## src/rtl/trap_pkg.sv

```systemverilog
// Shared types and constants for the machine-mode trap sequencer.
package trap_pkg;

    typedef enum logic [1:0] {
        ST_IDLE     = 2'd0,
        ST_DRAIN    = 2'd1,
        ST_COMMIT   = 2'd2,
        ST_REDIRECT = 2'd3
    } state_e;

    typedef enum logic [1:0] {
        KIND_EXC  = 2'd0,
        KIND_MRET = 2'd1,
        KIND_IRQ  = 2'd2
    } kind_e;

    localparam logic [4:0] CAUSE_MSI = 5'd3;
    localparam logic [4:0] CAUSE_MTI = 5'd7;
    localparam logic [4:0] CAUSE_MEI = 5'd11;

    localparam logic [1:0] MTVEC_DIRECT   = 2'b00;
    localparam logic [1:0] MTVEC_VECTORED = 2'b01;

    // Vectored mode only offsets interrupts; exceptions always land on the base.
    function automatic logic [31:0] trap_target(input logic [31:0] mtvec,
                                                input logic        is_irq,
                                                input logic [4:0]  cause);
        logic [31:0] base;
        base = {mtvec[31:2], 2'b00};
        if (mtvec[1:0] == MTVEC_VECTORED && is_irq)
            return base + {25'b0, cause, 2'b00};
        return base;
    endfunction

endpackage

```

## src/rtl/trap_prio_enc.sv

```systemverilog
// Fixed-priority pick of the winning exception (lowest index) and interrupt (ext > sw > timer).
module trap_prio_enc
    import trap_pkg::*;
#(
    parameter int NUM_EXC = 4,
    parameter int IDX_W   = 2
) (
    input  logic [NUM_EXC-1:0]   exc_req,
    input  logic [NUM_EXC*5-1:0] exc_cause,
    input  logic [2:0]           irq_pend,
    output logic                 exc_valid,
    output logic [IDX_W-1:0]     exc_idx,
    output logic [4:0]           exc_sel_cause,
    output logic                 irq_valid,
    output logic [4:0]           irq_sel_cause
);

    // Descending scan so the lowest active index is the last one written.
    always_comb begin
        exc_valid     = 1'b0;
        exc_idx       = '0;
        exc_sel_cause = '0;
        for (int i = NUM_EXC - 1; i >= 0; i--) begin
            if (exc_req[i]) begin
                exc_valid     = 1'b1;
                exc_idx       = IDX_W'(i);
                exc_sel_cause = exc_cause[i*5 +: 5];
            end
        end
    end

    // irq_pend is ordered {ext, timer, sw}.
    always_comb begin
        irq_valid     = 1'b1;
        irq_sel_cause = '0;
        if (irq_pend[2])
            irq_sel_cause = CAUSE_MEI;
        else if (irq_pend[0])
            irq_sel_cause = CAUSE_MSI;
        else if (irq_pend[1])
            irq_sel_cause = CAUSE_MTI;
        else
            irq_valid = 1'b0;
    end

endmodule

```

## src/rtl/trap_ctrl.sv

```systemverilog
// Trap/interrupt sequencer: selects a request, drains the pipeline, commits to the CSRs, redirects fetch.
module trap_ctrl
    import trap_pkg::*;
#(
    parameter int NUM_EXC       = 4,
    parameter int DRAIN_TIMEOUT = 15
) (
    input  logic                 clk,
    input  logic                 reset,
    input  logic [NUM_EXC-1:0]   exc_req,
    input  logic [NUM_EXC*5-1:0] exc_cause,
    input  logic [NUM_EXC*32-1:0] exc_pc,
    output logic [NUM_EXC-1:0]   exc_ack,
    input  logic                 irq_ext,
    input  logic                 irq_timer,
    input  logic                 irq_sw,
    input  logic                 mstatus_mie,
    input  logic [2:0]           mie_en,
    input  logic [31:0]          current_pc,
    input  logic                 mret_req,
    output logic                 mret_ack,
    input  logic [31:0]          mtvec,
    input  logic [31:0]          mepc,
    input  logic                 pipe_empty,
    output logic                 stall,
    output logic                 flush,
    output logic                 trap_valid,
    output logic [31:0]          trap_pc,
    output logic [31:0]          trap_cause,
    output logic                 mret_valid,
    output logic                 redirect_valid,
    input  logic                 redirect_ready,
    output logic [31:0]          redirect_pc,
    output logic                 drain_timeout,
    output logic                 busy
);

    localparam int IDX_W = (NUM_EXC > 1) ? $clog2(NUM_EXC) : 1;
    localparam logic [3:0] CNT_LAST = 4'(DRAIN_TIMEOUT - 1);

    state_e             state_q, state_d;
    kind_e              kind_q, kind_d;
    logic [IDX_W-1:0]   idx_q, idx_d;
    logic [4:0]         cause_q, cause_d;
    logic [31:0]        pc_q, pc_d;
    logic [3:0]         cnt_q, cnt_d;
    logic [31:0]        rpc_q, rpc_d;
    logic               timeout_q, timeout_d;

    logic               exc_valid, irq_valid;
    logic [IDX_W-1:0]   sel_idx;
    logic [4:0]         sel_exc_cause, sel_irq_cause;
    logic [31:0]        sel_pc;
    logic [2:0]         irq_pend;

    assign irq_pend = {irq_ext & mie_en[2], irq_timer & mie_en[1], irq_sw & mie_en[0]}
                      & {3{mstatus_mie}};

    trap_prio_enc #(
        .NUM_EXC (NUM_EXC),
        .IDX_W   (IDX_W)
    ) u_prio (
        .exc_req       (exc_req),
        .exc_cause     (exc_cause),
        .irq_pend      (irq_pend),
        .exc_valid     (exc_valid),
        .exc_idx       (sel_idx),
        .exc_sel_cause (sel_exc_cause),
        .irq_valid     (irq_valid),
        .irq_sel_cause (sel_irq_cause)
    );

    always_comb begin
        sel_pc = '0;
        for (int i = 0; i < NUM_EXC; i++) begin
            if (sel_idx == IDX_W'(i))
                sel_pc = exc_pc[i*32 +: 32];
        end
    end

    always_comb begin
        state_d   = state_q;
        kind_d    = kind_q;
        idx_d     = idx_q;
        cause_d   = cause_q;
        pc_d      = pc_q;
        cnt_d     = cnt_q;
        rpc_d     = rpc_q;
        timeout_d = timeout_q;
        unique case (state_q)
            ST_IDLE: begin
                cnt_d = '0;
                if (exc_valid) begin
                    kind_d  = KIND_EXC;
                    idx_d   = sel_idx;
                    cause_d = sel_exc_cause;
                    pc_d    = sel_pc;
                    state_d = ST_DRAIN;
                end else if (mret_req) begin
                    kind_d  = KIND_MRET;
                    idx_d   = '0;
                    cause_d = '0;
                    pc_d    = '0;
                    state_d = ST_DRAIN;
                end else if (irq_valid) begin
                    kind_d  = KIND_IRQ;
                    idx_d   = '0;
                    cause_d = sel_irq_cause;
                    pc_d    = current_pc;
                    state_d = ST_DRAIN;
                end
            end
            ST_DRAIN: begin
                cnt_d = cnt_q + 4'd1;
                if (pipe_empty) begin
                    state_d = ST_COMMIT;
                end else if (cnt_q == CNT_LAST) begin
                    state_d   = ST_COMMIT;
                    timeout_d = 1'b1;
                end
            end
            ST_COMMIT: begin
                // CSR values are captured here so the redirect target cannot move mid-handshake.
                if (kind_q == KIND_MRET)
                    rpc_d = mepc;
                else
                    rpc_d = trap_target(mtvec, kind_q == KIND_IRQ, cause_q);
                state_d = ST_REDIRECT;
            end
            ST_REDIRECT: begin
                if (redirect_ready)
                    state_d = ST_IDLE;
            end
            default: state_d = ST_IDLE;
        endcase
    end

    always_ff @(posedge clk or negedge reset) begin
        if (!reset) begin
            state_q   <= ST_IDLE;
            kind_q    <= KIND_EXC;
            idx_q     <= '0;
            cause_q   <= '0;
            pc_q      <= '0;
            cnt_q     <= '0;
            rpc_q     <= '0;
            timeout_q <= 1'b0;
        end else begin
            state_q   <= state_d;
            kind_q    <= kind_d;
            idx_q     <= idx_d;
            cause_q   <= cause_d;
            pc_q      <= pc_d;
            cnt_q     <= cnt_d;
            rpc_q     <= rpc_d;
            timeout_q <= timeout_d;
        end
    end

    // Outputs decode only from state and latches, so an async reset clears them at once.
    logic first_drain;
    assign first_drain    = (state_q == ST_DRAIN) && (cnt_q == 4'd0);
    assign exc_ack        = (first_drain && kind_q == KIND_EXC) ? (NUM_EXC'(1) << idx_q) : '0;
    assign mret_ack       = first_drain && (kind_q == KIND_MRET);
    assign stall          = (state_q != ST_IDLE);
    assign busy           = (state_q != ST_IDLE);
    assign flush          = (state_q == ST_COMMIT);
    assign trap_valid     = (state_q == ST_COMMIT) && (kind_q != KIND_MRET);
    assign mret_valid     = (state_q == ST_COMMIT) && (kind_q == KIND_MRET);
    assign trap_pc        = trap_valid ? pc_q : '0;
    assign trap_cause     = trap_valid ? {kind_q == KIND_IRQ, 26'b0, cause_q} : '0;
    assign redirect_valid = (state_q == ST_REDIRECT);
    assign redirect_pc    = redirect_valid ? rpc_q : '0;
    assign drain_timeout  = timeout_q;

endmodule
```

## config.mk

```make
export PLATFORM = sky130hd
export DESIGN_NAME = trap_ctrl
export DESIGN_NICKNAME = d
export VERILOG_FILES = /design/src/rtl/trap_pkg.sv /design/src/rtl/trap_prio_enc.sv /design/src/rtl/trap_ctrl.sv
export SDC_FILE = /design/constraint.sdc
export NUM_CORES = 1
export LEC_CHECK = 0
export CAP_MARGIN = 15
export CORE_AREA = 2 2 142 144
export DETAILED_ROUTE_END_ITERATION = 10
export DIE_AREA = 0 0 144 146
export PLACE_DENSITY = 0.7
export SYNTH_ARGS = -nofsm -noshare
export SYNTH_HDL_FRONTEND = slang
export SYNTH_SLANG_ARGS = --single-unit
```

## constraint.sdc

```tcl
create_clock -name clk -period 2.5 [get_ports clk]
set_input_delay 0.5 -clock clk [delete_from_list [all_inputs] [get_ports clk]]
set_output_delay 0.5 -clock clk [all_outputs]
set_load 0.01 [all_outputs]
```

# Yosys cells after proc, flatten, opt, wreduce, memory -nomap -nowiden
# Index checks and enable logic that the tools add are counted.
# totals
ff_bits	80
input_bits	260
out_inout_bits	108
# classes
add_sub_neg	2
n_eq_ne	14
n_shift	1
n_mux	52
n_bitwise	5
reduce_logical	16
# op_table
op	n
$mux 32	13
$mux 5	9
$add 32x7->32	1
$mux 2	16
$eq 2x2->1 const B	5
$mux 1	10
$eq 2x1->1 const B	4
$pmux 2 s4	1
$pmux 4 s2	1
$logic_and 1x1->1	6
$logic_not 2->1	3
$reduce_and 3->1	2
$add 4x1->4 const B	1
$eq 4x4->1 const B	1
$logic_not 4->1	1
$mux 4	1
$ne 2x1->1 const B	2
$ne 4x4->1 const B	1
$reduce_bool 2->1	2
$shl 1x2->4 const A	1
$and 1x1->1	3
$and 3x3->3	1
$mux 3	1
$ne 3x3->1 const B	1
3 further kinds	3

# Logic depth before layout (Yosys ltp)
# Gate-level depths: netlist (run 1).
# logic_depth
word_depth	10
mapped_depth	8

# Modules after synthesis
# Synthesis (run 1) repeated with hierarchy kept, for this count alone.
# hier_totals
hier_cells	696
area_unflattened_um2	6241.0
# modules_own_cells
module	instances	cells_each	area_each_um2	seq_area_each_um2
trap_ctrl	1	664	6032.0	2001.9
trap_prio_enc	1	32	209.0	0.0

# Worst setup path before layout (run 1)
# OpenSTA, ideal clock, no wires.
# synth_path
path_type	input -> register
from	in mtvec[2]
to	reg rpc_q[10]
setup_time_ns	0.142
arrival_ns	2.220
t_required_ns	2.358
slack_ns	0.139
stages	8
n_path_buf	1
path_cell_list	ha_1 -> fa_1 -> a211o_1 -> a21oi_1 -> buf_2 -> nor3b_1 -> xnor2_1 -> o221ai_1
# synth_between
elab_chain_cells	4
# synth_rtl
item	line	rtl
from (decl)	trap_ctrl.sv:22	input logic [31:0] mtvec,
$add 32x7->32	trap_pkg.sv:31	return base + {25'b0, cause, 2'b00};
$mux 32	trap_pkg.sv:30	if (mtvec[1:0] == MTVEC_VECTORED && is_irq)
$mux 32	trap_pkg.sv:32	return base;
$mux 32	trap_ctrl.sv:124	if (kind_q == KIND_MRET)
to (signal assigned)	trap_ctrl.sv:155	rpc_q <= rpc_d;
to (decl)	trap_ctrl.sv:47	logic [31:0] rpc_q, rpc_d;
# Every way passes these cells. The select of a mux whose other input is x is not followed.
# A chain may end at the register's enable or synchronous reset.

# Worst setup path after layout (run 1)
# layout_path
from	reg kind_q[1]
to	out trap_pc[1]
# layout_between
elab_chain_cells	3
# layout_rtl
item	line	rtl
from (decl)	trap_ctrl.sv:42	kind_e kind_q, kind_d;
from (signal assigned)	trap_ctrl.sv:150	kind_q <= kind_d;
$ne 2x1->1	trap_ctrl.sv:168	assign trap_valid = (state_q == ST_COMMIT) && (kind_q != KIND_MRET);
$logic_and 1x1->1	trap_ctrl.sv:168	
$mux 32	trap_ctrl.sv:170	assign trap_pc = trap_valid ? pc_q : '0;
to (decl)	trap_ctrl.sv:28	output logic [31:0] trap_pc,
# Every way passes these cells.

==> metrics.md, run 1 <==
| Metric | Value |
|---|---|
| Critical path fanouts, max | `17` |
| Period Utilization, post-route | `a little over nine tenths` |
| Total CTS buffers | `9` |
| Post-detailed-route wirelength per cell | `between 15 and 20 um` |
| Vias in the first global route | `~7000` |
| Gr usage total | `between 20% and 30%` |
| Startpoint types | `flop` |
| Syn_area_per_cell | `~8.3 um^2` |
| Post-route insts no fill | `1378` |
| Worst Path Required | `2.00 ns` |
| DIE WIDTH | `between 100 and 150 um` |
| Vias/cell | `between 5 and 6` |
| DRC | `0` |
| Critical Path Sink Type | `output pin` |
| Final Cell Area | `around 0.011 mm^2` |
| Cell row count | `a little over 50` |
| RSZ-0062 raised after global routing | `yes` |
| Clock sink count | `80` |
| Main synth FF type | `dfrtp_1` |
| First-pass DRT Iterations | `5` |
| Clk Latency, worst-skew pair | `~0.35 ns` |
| Asr flop ratio synth | `100%` |
| Most common cell after layout, fill and taps aside | `clkdlybuf4s50_1` |
| # fillers | `roughly 1800` |
| Largest net degree at the start of global routing | `between 60 and 70` |
| Post-synthesis cell type count | `63` |
| Initial Util | `between 30% and 40%` |
| Area Growth Syn to Fin | `70.4%` |
| Fin crit period | `2.45 ns` |
| Reg clk slew, reported paths | `around 0.070 ns` |
| Post-synth EDFFs | `0` |
| Die area | `about 0.021 mm^2` |
| Area contributors post-synth | `dfrtp_1, o21ai_0, nand2_1` |
| Die height | `approximately 150 um` |
| Pre-CTS setup slack | `-0.275 ns` |
| Most frequent cells in the layout | `clkdlybuf4s50_1, nand2_1, dfrtp_1` |
| Synth Cell Area | `0.00626 mm^2` |
| Core area | `approximately 0.019 mm^2` |
| Antenna Cells | `0` |
| Post-synthesis sequential area ratio | `between 30% and 40%` |
| Root buf cell | `clkbuf_16` |
| Cts hold-fix bufs | `0` |
| Slew Limit Headroom | `~50%` |
| Buffers added on ports | `~340` |
| #FFs+latches synth | `80` |
| Initial antenna violation count | `0` |
| Number of nets in the layout | `~1400` |
| Status | `completed` |
| Total power | `8.44 mW` |
| FMAX | `between 400 and 500 MHz` |
| Final HPWL DP | `roughly 20000 um` |
| Dpl cells | `roughly 1400` |
| Iter 0 DRT Violations | `about 310` |
| PwrDens | `slightly below 800 mW/mm^2` |
| Max rail drop VDD | `~300 uV` |
| Crit path DAT | `1.95 ns` |
| CTS Buffer Depth | `2` |
| Max-Cap Viols | `0` |
| Total gr overflow | `0` |
| Worst Hold Class | `primary input to async pin` |
| Synth top area share | `a little under a third` |
| I/O Pins | `368` |
| WL final | `25400 um` |
| Slew @ Worst Pin | `approximately 0.74 ns` |
| Fraction of layout cells with a size suffix above 1 | `roughly 11%` |
| Hold violation total from the final report | `0` |
| First-pass GRT wire length | `roughly 38000 um` |
| Cells after Synth | `about 760` |
| Max-slew violation count | `0` |
| Setup TNS Final | `0 ns` |
| Placed cell area | `a little over 0.01 mm^2` |
| Setup violations, final | `0` |
| Routability cong. | `approximately 0.89` |
| Post-route ant nets | `0` |
| Crit Path Category | `flop to output pin` |
| Vias | `7082` |
| Clk_skew | `just under 0.01 ns` |
| H-tree depth | `3` |
| Setup WS post-layout | `between 0.05 and 0.06 ns` |
| Synthesis Warnings | `0` |
| Post-synth top area cell | `dfrtp_1` |
| CTS tree | `done` |
| Leakage | `4.48 nW` |
## layout make-up
class | instances | area (um^2) | area share (%)
multi-input combinational | 581 | 3830 | 35.9
clock buffer | 9 | 225 | 2.11
timing repair buffer | 407 | 4080 | 38.2
clock inverter | 7 | 96.3 | 0.903
tap | 265 | 332 | 3.11
sequential | 80 | 2000 | 18.8
inverter | 29 | 109 | 1.02
## metrics by stage
step,hold slack (ns),utilization (%)
final,0.138,55.2
after global routing,0.164,55.2
after CTS,0.148,54.7
after detailed placement,0.462,53.0
after global placement,0.453,53.0
after floorplan,0.204,-
## report_power, final
part / switching [mW] / internal (mW) / leakage [nW]
Clock: 0.599 / 0.878 / 0.159
Sequential: 0.357 / 1.89 / 0.987
Combinational: 2.26 / 2.45 / 3.33
Total: 3.22 / 5.22 / 4.48
## state kept, by name, indices dropped and copies added, names as in the netlist
| signal | count |
|---|---|
| drain_timeout | 1 |
| state_q | 2 |
| rpc_q | 32 |
| pc_q | 32 |
| kind_q | 2 |
| cnt_q | 4 |
| idx_q | 2 |
| cause_q | 5 |
## cells by family (layout without fill, tap and decap cells)
kind of cell               count (synthesis)  count (layout)  share of synthesized area (%)
and+or+nand+nor                          275             275                           24.2
AOI/OAI and AO/OA                        231             231                           26.4
buffers and inverters                    121             452                           9.45
DFF                                       80              80                           32.0
xor gates and xnor gates                  27              27                           3.78
adders and majority gates                 13              13                           2.72
muxes                                      9               9                           1.52
other                                      1              26                         0.0599
## critical path, cell delays in order (launching register included)
cell and delay (ns):
dfrtp_1 0.38, buf_4 0.17, nand2b_4 0.15, buf_6 0.17, and3_1 0.17, clkdlybuf4s50_1 0.54
## what timing repair did
action                     in CTS  in global routing
buffers inserted                1                  2
resized for setup              20                 20
gates cloned                    0                  1
pin swaps                       2                  5
setup endpoints to repair      39                 38
## worst paths after layout
kind / start / end / slack (ns) / cells after the start
hold / removal: reset / rpc_q[13] / 0.14 / 1
min in group clk: pc_q[7] / pc_q[7] / 0.47 / 2
setup / recovery: kind_q[1] / trap_pc[1] / 0.05 / 5
setup reg to reg: cause_q[0] / rpc_q[30] / 0.24 / 9
max in group asynchronous: reset / kind_q[0] / 1.61 / 2
hold reg to reg: pc_q[7] / pc_q[7] / 0.47 / 2
## cell usage after synthesis, drive strengths merged, types with 2 or more instances
| master | number |
|---|---|
| a221o | 10 |
| a21oi | 11 |
| nand2b | 4 |
| and3 | 40 |
| a22oi | 23 |
| nor2b | 17 |
| nand3 | 27 |
| nand2 | 83 |
| a31oi | 3 |
| nor3 | 4 |
| buf | 52 |
| clkbuf | 40 |
| nor2 | 28 |
| o221ai | 14 |
| a2111oi | 5 |
| ha | 12 |
| and2 | 38 |
| mux2i | 5 |
| nand4 | 5 |
| inv | 29 |
| nor4 | 15 |
| o22ai | 5 |
| a221oi | 27 |
| xnor2 | 27 |
| mux2 | 4 |
| a21o | 4 |
| nor3b | 2 |
| a211oi | 16 |
| o31ai | 3 |
| nor4b | 4 |
| dfrtp | 80 |
| and4 | 3 |
| o22a | 3 |
| o31a | 10 |
| o21ai | 88 |
## layer usage
layer / vias to the layer above / track usage, % / wire (um)
li1: 3419 / - / -
met1: 3339 / 29.4 / 10200
met2: 299 / 41.2 / 12900
met3: 25 / 3.88 / 1870
met4: 0 / 6.67 / 401
met5: - / 0 / 0
No activity file was read; power rests on OpenSTA's default activity.
==> run 2, diff against run 1 <==
- clock period: 2.5 -> 2.8 ns (I/O delays scaled with it)
==> run 2 against run 1 <==
Utilization decreased by 1.6 points. Non-clock buffer count decreased by 23. Final cell count decreased by 1.7%. Clock skew decreased by 0.00091 ns. Via count decreased by 1.1%. Register-to-register slack improved by 0.22 ns. Combinational power decreased by 14%. Flip-flop and latch count unchanged. Setup slack improved by 0.065 ns. Sequential share of layout area increased by 0.54 points. Critical endpoint is now trap_pc[24]. Largest power group unchanged.
==> metrics.md, run 2 (synthesis results as in run 1) <==
| Metric | Value |
|---|---|
| CTS tree | `done` |
| Slew @ Worst Pin | `0.985 ns (+0.250 ns)` |
| Iter 0 DRT Violations | `336 (+7.7%)` |
| I/O Pins | `368 (unchanged)` |
| Buffers added on ports | `341 (unchanged)` |
| Gr usage total | `23.3% (-0.20 points)` |
| Most frequent cells in the layout | `clkdlybuf4s50_1, nand2_1, dfrtp_1` |
| Reg clk slew, reported paths | `0.07 ns (about the same)` |
| PwrDens | `712 mW/mm^2 (-9.9%)` |
| Max-Cap Viols | `0 (unchanged)` |
| Crit-path slowest cell | `clkdlybuf4s50_1` |
| Critical Path Sink Type | `output pin` |
| Critical path fanouts, max | `25 (+8)` |
| FMAX | `between 300 and 400 MHz` |
| Core area | `0.0193 mm^2 (unchanged)` |
| Vias in the first global route | `6731 (-2.3%)` |
| Total CTS buffers | `9 (unchanged)` |
| Total power | `7.38 mW (-12%)` |
| Final HPWL DP | `19600 um (-0.96%)` |
| Largest net degree at the start of global routing | `51 (-24%)` |
| RSZ-0062 raised after global routing | `no` |
| First-pass GRT wire length | `37800 um (-1.3%)` |
| Clk_skew | `0.00880 ns (-0.000913 ns)` |
| Cts hold-fix bufs | `0 (unchanged)` |
| Crit Path Category | `flop to output pin` |
| Setup violations, final | `0 (unchanged)` |
| Max rail drop VDD | `347 uV (+16%)` |
| Critical path's top delay family | `buffers and inverters` |
| Initial Util | `32.4% (unchanged)` |
| Antenna Cells | `0 (unchanged)` |
| Max-slew violation count | `0 (unchanged)` |
| WL final | `25600 um (+0.76%)` |
| Dpl cells | `1332 (-1.9%)` |
| Initial antenna violation count | `0 (unchanged)` |
| Die area | `0.0210 mm^2 (unchanged)` |
| First-pass DRT Iterations | `4 (-1)` |
| DIE WIDTH | `144 um (unchanged)` |
| Slew Limit Headroom | `34.3% (-16 points)` |
| Placed cell area | `0.00995 mm^2 (-2.9%)` |
| CTS Buffer Depth | `2 (unchanged)` |
| DRC | `0 (unchanged)` |
| Root buf cell | `clkbuf_16` |
| Worst Hold Class | `primary input to async pin` |
| Startpoint types | `flop` |
| Worst Path Required | `2.24 ns (+0.24 ns)` |
| Period Utilization, post-route | `95.7%` |
| Most common cell after layout, fill and taps aside | `clkdlybuf4s50_1` |
| Max incr delay on CP | `0.62 ns (+0.08 ns)` |
| Hold slack | `0.218 ns (+0.0800 ns)` |
| Cell row count | `51 (unchanged)` |
| Routability cong. | `0.850 (-3.9%)` |
| Largest regs | `pc_q x32, rpc_q x32, cause_q x5` |
| Crit path DAT | `2.12 ns (+0.17 ns)` |
| Vias | `7006 (-1.1%)` |
| Hold violation total from the final report | `0 (unchanged)` |
| Clk Latency, worst-skew pair | `0.35 ns (about the same)` |
| Clock sink count | `80 (unchanged)` |
| Area Growth Syn to Fin | `65.6%` |
| Post-route insts no fill | `1355 (-1.7%)` |
| Post-route ant nets | `0 (unchanged)` |
| Worst-path cell chain | `buf_4 > nand2b_1 > buf_4 > and3_1 > clkdlybuf4s50_1` |
| H-tree depth | `3 (unchanged)` |
| Buf+Inv Stages, Crit Path | `3 (unchanged)` |
| Die height | `146 um (unchanged)` |
| Status | `completed` |
| Crit path top cell by count | `buf_4` |
| Number of nets in the layout | `1358 (-1.7%)` |
| Post-detailed-route wirelength per cell | `18.9 um (+2.5%)` |
| Fraction of layout cells with a size suffix above 1 | `8.35% (-2.6 points)` |
| Final Cell Area | `0.0104 mm^2 (-2.8%)` |
| Pre-CTS setup slack | `-0.114 ns (+0.162 ns)` |
| Fin crit period | `2.68 ns` |
| Setup WS post-layout | `0.120 ns (+0.0654 ns)` |
| Leakage | `4.18 nW (-6.7%)` |
| Vias/cell | `5.17 (+0.61%)` |
| Total gr overflow | `0 (unchanged)` |
[run 2: cell types whose count changed in the layout (fill, tap and decap cells not counted), sizes merged]
| cell | change |
|---|---|
| clkinvlp | +2 |
| inv | +1 |
| dlymetal6s2s | -5 |
| clkinv | -4 |
| clkbuf | +1 |
| clkdlybuf4s50 | +20 |
| dlygate4sd2 | -15 |
| buf | -23 |
[run 2: worst paths after layout]
kind	from	endpoint	slack, ns	cells past startpoint
max	kind_q[1]	trap_pc[24]	0.12	5
min	reset	rpc_q[13]	0.22	1
max reg2reg	cause_q[0]	rpc_q[20]	0.46	8
min reg2reg	pc_q[30]	pc_q[30]	0.47	2
max in group asynchronous	reset	rpc_q[19]	1.92	2
min in group clk	pc_q[30]	pc_q[30]	0.47	2
[run 2: power by group]
part | switching, mW | internal [mW] | total (mW) | leakage [nW]
combinational | 2.00 | 2.07 | 4.07 | 3.04
sequential | 0.312 | 1.69 | 2.00 | 0.988
clock | 0.526 | 0.787 | 1.31 | 0.149
total | 2.84 | 4.55 | 7.38 | 4.18
[run 2: layout make-up]
class / instances / area [um^2]
fillers: 1827 / 8970
multi-input cells: 581 / 3800
repair buffers: 384 / 3800
flip-flops and latches: 80 / 2000
well taps: 265 / 332
clock buffers: 10 / 229
inverters: 29 / 109
clock inverters: 6 / 92.6
[run 2: through the flow]
step	util [%]	setup TNS (ns)
5_1_grt	53.6	0
2_1_floorplan	-	0
6_report	53.6	0
4_1_cts	53.2	0
3_5_place_dp	51.5	-0.274
3_3_place_gp	51.5	-0.0238
[run 2: per-layer routing]
metal / track usage, % / vias up / wire, um / share of wire (%)
li1: - / 3370 / - / -
met1: 28.5 / 3305 / 10400 / 41
met2: 40.3 / 297 / 12800 / 50
met3: 5.79 / 34 / 1940 / 7.6
met4: 6.52 / 0 / 522 / 2.0
met5: 0 / - / 0 / 0
[run 2: timing repair]
item,in CTS,in global routing
resized for setup,2,4
pin swaps,2,1
buffers inserted,2,5
endpoints found under the setup margin,5,35
